## src/rtl/mfp_switch_button_debouncer.sv

```systemverilog
// Input conditioner for board slide switches and pushbuttons.
// Each raw pin is synchronised into HCLK and debounced against a shared
// prescaled tick. Buttons also get a one-cycle press pulse on 0->1.

// One lane: two-flop synchroniser followed by a tick-counted debouncer.
module mfp_debounce_lane #(
  parameter int STABLE_TICKS = 4
) (
  input  logic HCLK,
  input  logic HRESET,
  input  logic tick,
  input  logic raw,
  output logic level
);
  localparam int SW = (STABLE_TICKS > 1) ? $clog2(STABLE_TICKS) : 1;
  localparam logic [SW-1:0] SMAX = SW'(STABLE_TICKS - 1);

  logic          s1, s2;
  logic [SW-1:0] scnt;

  // Plain two-flop synchroniser, nothing between the stages.
  always_ff @(posedge HCLK) begin
    if (HRESET) begin
      s1 <= 1'b0;
      s2 <= 1'b0;
    end else begin
      s1 <= raw;
      s2 <= s1;
    end
  end

  // Accept a new level only after it survives STABLE_TICKS ticks in a row;
  // any sample back at the held level throws the progress away.
  always_ff @(posedge HCLK) begin
    if (HRESET) begin
      scnt  <= '0;
      level <= 1'b0;
    end else if (s2 == level) begin
      scnt <= '0;
    end else if (tick) begin
      if (scnt == SMAX) begin
        level <= s2;
        scnt  <= '0;
      end else begin
        scnt <= scnt + SW'(1);
      end
    end
  end
endmodule

module mfp_switch_button_debouncer #(
  parameter int N_SWITCHES   = 18,
  parameter int N_BUTTONS    = 5,
  parameter int TICK_DIV     = 50000,
  parameter int STABLE_TICKS = 4
) (
  input  logic                  HCLK,
  input  logic                  HRESET,
  input  logic [N_SWITCHES-1:0] raw_switches,
  input  logic [N_BUTTONS-1:0]  raw_buttons,
  output logic [N_SWITCHES-1:0] IO_Switches,
  output logic [N_BUTTONS-1:0]  IO_Buttons,
  output logic [N_BUTTONS-1:0]  IO_ButtonPress
);
  localparam int PW = (TICK_DIV > 1) ? $clog2(TICK_DIV) : 1;
  localparam logic [PW-1:0] PMAX = PW'(TICK_DIV - 1);

  logic [PW-1:0]        pcnt;
  logic                 tick;
  logic [N_BUTTONS-1:0] bdly;

  // Free-running prescaler, wraps at TICK_DIV-1; the tick is shared by all lanes.
  always_ff @(posedge HCLK) begin
    if (HRESET)           pcnt <= '0;
    else if (pcnt == PMAX) pcnt <= '0;
    else                  pcnt <= pcnt + PW'(1);
  end

  assign tick = (pcnt == PMAX);

  genvar i;
  generate
    for (i = 0; i < N_SWITCHES; i++) begin : g_sw
      mfp_debounce_lane #(.STABLE_TICKS(STABLE_TICKS)) u_lane (
        .HCLK   (HCLK),
        .HRESET (HRESET),
        .tick   (tick),
        .raw    (raw_switches[i]),
        .level  (IO_Switches[i])
      );
    end
    for (i = 0; i < N_BUTTONS; i++) begin : g_btn
      mfp_debounce_lane #(.STABLE_TICKS(STABLE_TICKS)) u_lane (
        .HCLK   (HCLK),
        .HRESET (HRESET),
        .tick   (tick),
        .raw    (raw_buttons[i]),
        .level  (IO_Buttons[i])
      );
    end
  endgenerate

  // Previous debounced button level, for rising-edge detection.
  always_ff @(posedge HCLK) begin
    if (HRESET) bdly <= '0;
    else        bdly <= IO_Buttons;
  end

  // Press pulse is high in the first cycle a button reads 1, never on release.
  assign IO_ButtonPress = IO_Buttons & ~bdly;
endmodule

```

## config.mk

```make
export PLATFORM = sky130hd
export DESIGN_NAME = mfp_switch_button_debouncer
export DESIGN_NICKNAME = d
export VERILOG_FILES = /design/src/rtl/mfp_switch_button_debouncer.sv
export SDC_FILE = /design/constraint.sdc
export NUM_CORES = 1
export LEC_CHECK = 0
export CORE_MARGIN = 3
export CORE_UTILIZATION = 57
export DETAILED_ROUTE_END_ITERATION = 10
export HOLD_SLACK_MARGIN = 0.1
export PLACE_DENSITY = 0.84
export SYNTH_ARGS = -nofsm -noshare
export SYNTH_HDL_FRONTEND = slang
export SYNTH_SLANG_ARGS = --single-unit
```

## constraint.sdc

```tcl
create_clock -name HCLK -period 2.6 [get_ports HCLK]
set_input_delay 0.52 -clock HCLK [delete_from_list [all_inputs] [get_ports HCLK]]
set_output_delay 0.52 -clock HCLK [all_outputs]
set_load 0.02 [all_outputs]
```

==> run summary, run 1 <==
Status - completed
Final std cells w/o fill - 786
Detailed-route via count - 4363
Post-synth EDFFs - 0
Drt pass-1 iters - 5
Die height - 106 microns
Die extent in x - 106 microns
Critical path's slowest cell - or4_4
Hold Path Class - reg -> reg
Post-synthesis async set-or-reset flop share - 0%
R2R Path End - g_btn[1].u_lane.scnt[0]
Final min period - 2480 ps
Synth warn - 0
Crit Path Max Fanout - 70
CP endpoint kind - flop
Port bufs - 52
CP startpoint - pcnt[5]
Critical Path RT - 3050 ps
Per-cell routed wire length - 15.1 microns
Synth Register Bits - 136
Nets - 693
Clock buffer depth - 2
Setup Fix Bufs, Post-CTS - 0
CP arrival - 2930 ps
Post-cts resize count - 0
Worst vdd ir - 509 uV
Mean post-synth cell area - 9.15 sq um
Initial DRC count - 233
Io pins - 53
Area of the multi-input gates - 2600 sq um
Launching point of the worst reg2reg path - pcnt[5]
Max_slew headroom - 40.2%
Global placement routability congestion - 0.793
Worst Path Buf+Inv - 0
Synthesis-to-layout area growth - 19.1%
Most frequent cell on the critical path - or4_4
Core ar. - 9420 sq um
Mapped Nets - 667
Share of post-route cells with drive strength above 1 - 10.8%
Final worst-path cycle share - 95.4%
Unrepaired setup endpoints after global routing - no
Total GRT Usage - 22.1%
Initial core utilization - 60.0%
Setup TNS - 0 ps
Global route overflow - 0
Post-synth top flop - dfxtp_1
DIE AREA - 11100 sq um
Initial antenna violation count - 0
Cts bufs inserted - 17
Count of final hold-check violations - 0
Rows - 35
Vias per std cell - 5.55
H-tree Lvls - 4
Clock Sinks - 136
Setup-failing EPs final - 0
Clk_lat worst skew - 520 ps
Syn Inst Count - 618
Placed cells - 754
R2R depth - 4
TritonCTS clock tree - yes
Post-synthesis sequential area ratio - 48.2%
Detailed Place HPWL - 7.34 mm
Power per cell area - 704 nW/um^2
CP Launch Type - flop
Flop2flop setup slack - 120 ps
Filler cell count - 663
Residual DRC - 0
Hold_buf cts - 0
Total Wirelength - 11.9 mm
Critical path depth - 4
Max-cap violations - 0
N_diodes - 0
FF+latch area - 2720 sq um
CP delay by family, top - simple AND/OR/NAND/NOR gates
Reg clk slew, reported paths - 60 ps
Routed Antenna Nets - 0
Leakage - 0.00248 uW
Slowest stage delay, CP - 830 ps
Crit-path cells - or4_4 > or4_4 > or3_1 > a21oi_2
Skew final - 7.40 ps
First-pass GRT wire length - 20.0 mm
Critical setup path kind - reg -> reg
Final slew viol count - 0
Largest net degree at the start of global routing - 71
Clock Root Buffer - clkbuf_8
Max Freq - 403 MHz
Cell area after synthesis - 5650 sq um
Number of global-route vias before repair - 4386
Slew @ Worst Pin - 897 ps
Synth cell types - 27
Worst setup path end - g_btn[1].u_lane.scnt[0]
==> how the worst min path moves through the flow <==
| stage | from | endpoint | depth (start not counted) |
|---|---|---|---|
| 3_3_place_gp | g_sw[2].u_lane.s1 | g_sw[2].u_lane.s2 | 1 |
| 4_1_cts | g_sw[14].u_lane.s1 | g_sw[14].u_lane.s2 | 1 |
| 5_1_grt | g_sw[1].u_lane.s1 | g_sw[1].u_lane.s2 | 1 |
| 2_1_floorplan | g_btn[0].u_lane.s1 | g_btn[0].u_lane.s2 | 1 |
| 3_5_place_dp | g_sw[14].u_lane.s1 | g_sw[14].u_lane.s2 | 1 |
| 6_report | g_sw[1].u_lane.s1 | g_sw[1].u_lane.s2 | 1 |
==> synth_stat cells (2+ instances only) <==
master	n	area, sq um
nor2_1	20	75.1
or4_4	2	22.5
a21oi_2	20	175
ha_1	24	300
nor2b_1	57	357
xor2_1	24	210
nand2b_1	24	150
or3_1	25	156
xnor2_1	13	114
clkbuf_1	26	97.6
nor3_1	5	25.0
nand3_1	28	140
buf_2	5	25.0
dfxtp_1	136	2720
nand2_1	71	267
nor4_1	4	25.0
o21ai_0	23	115
a21oi_1	49	245
nand4_1	27	169
buf_6	3	33.8
buf_4	23	173
inv_1	4	15.0
==> metal layers <==
| metal | share of wire, % | up-vias | GRT usage, % | routed length (microns) |
|---|---|---|---|---|
| met3 | 5.2 | 24 | 6.12 | 616 |
| li1 | - | 2122 | - | - |
| met1 | 43 | 2076 | 26.4 | 5120 |
| met4 | 1.3 | 0 | 7.03 | 153 |
| met2 | 51 | 141 | 38.5 | 6020 |
| met5 | 0 | - | 0 | 0 |
==> flip-flops by register name (all words and copies together) (netlist names) <==
name                cells
g_sw.u_lane.scnt       36
g_sw.u_lane.level      18
g_sw.u_lane.s1         18
g_sw.u_lane.s2         18
pcnt                   16
g_btn.u_lane.scnt      10
bdly                    5
g_btn.u_lane.level      5
g_btn.u_lane.s1         5
g_btn.u_lane.s2         5
==> report_power, final <==
group	total, uW	internal, uW	switching, uW
Clock	2480	1560	917
Combinational	114	65.9	48.6
Sequential	2140	2120	17.9
==> stage by stage <==
| stage | setup WS (ps) | total power, uW | util, % | area, sq um | hold slack, ps |
|---|---|---|---|---|---|
| 6_report | 120 | 4740 | 71.5 | 6730 | 435 |
| 5_1_grt | 68.0 | 4880 | 71.5 | 6730 | 450 |
| 4_1_cts | 150 | 4760 | 71.5 | 6730 | 439 |
| 3_5_place_dp | 197 | 2300 | 64.9 | 6110 | 425 |
| 3_3_place_gp | 285 | 2290 | 64.9 | 6110 | 419 |
| 2_1_floorplan | 467 | 2250 | - | 5650 | 414 |
==> area by class of cell <==
| type | instances | share of cell area [%] |
|---|---|---|
| clock buffers | 18 | 6.21 |
| inverters | 4 | 0.223 |
| multi-input cells | 420 | 38.7 |
| flip-flops and latches | 136 | 40.5 |
| clock inverters | 14 | 2.94 |
| repair buffers | 65 | 9.11 |
| well taps | 129 | 2.40 |
==> kinds of logic after synthesis <==
group	count (synthesis)	share of synthesized area (%)
flops	136	48.2
simple gates	267	25.1
xor+xnor	37	5.73
compound gates	92	9.48
buf+inv	62	6.15
fa+ha+maj	24	5.31
==> layout by cell type (no fill, tap or decap), types with 2 or more instances in the layout <==
cell and instances:
inv_6 2, nor2b_1 56, or4_4 2, nor2_1 20, xnor2_1 13, a21oi_2 20, a21oi_1 49, clkdlybuf4s50_1 51
buf_4 13, nand2b_1 24, nand3_1 28, xor2_1 24, dfxtp_1 136, clkinv_4 4, or3_1 25, clkinv_2 2
inv_1 4, o21ai_0 23, nor3_1 4, clkbuf_16 16, nand2_1 71, bufinv_16 4, ha_1 24, nand4_1 27
clkinvlp_4 2, nor4_1 3
(Power assumes the default switching activity.)
==> run 2, diff against run 1 <==
--- a/config.mk
+++ b/config.mk
@@ -10,6 +10,7 @@
 export DETAILED_ROUTE_END_ITERATION = 10
 export HOLD_SLACK_MARGIN = 0.1
 export PLACE_DENSITY = 0.84
+export SKIP_LAST_GASP = 1
 export SYNTH_ARGS = -nofsm -noshare
 export SYNTH_HDL_FRONTEND = slang
 export SYNTH_SLANG_ARGS = --single-unit
==> results of run 2 <==
Same layout as run 1: the final DEF is identical, and so are final timing and power.
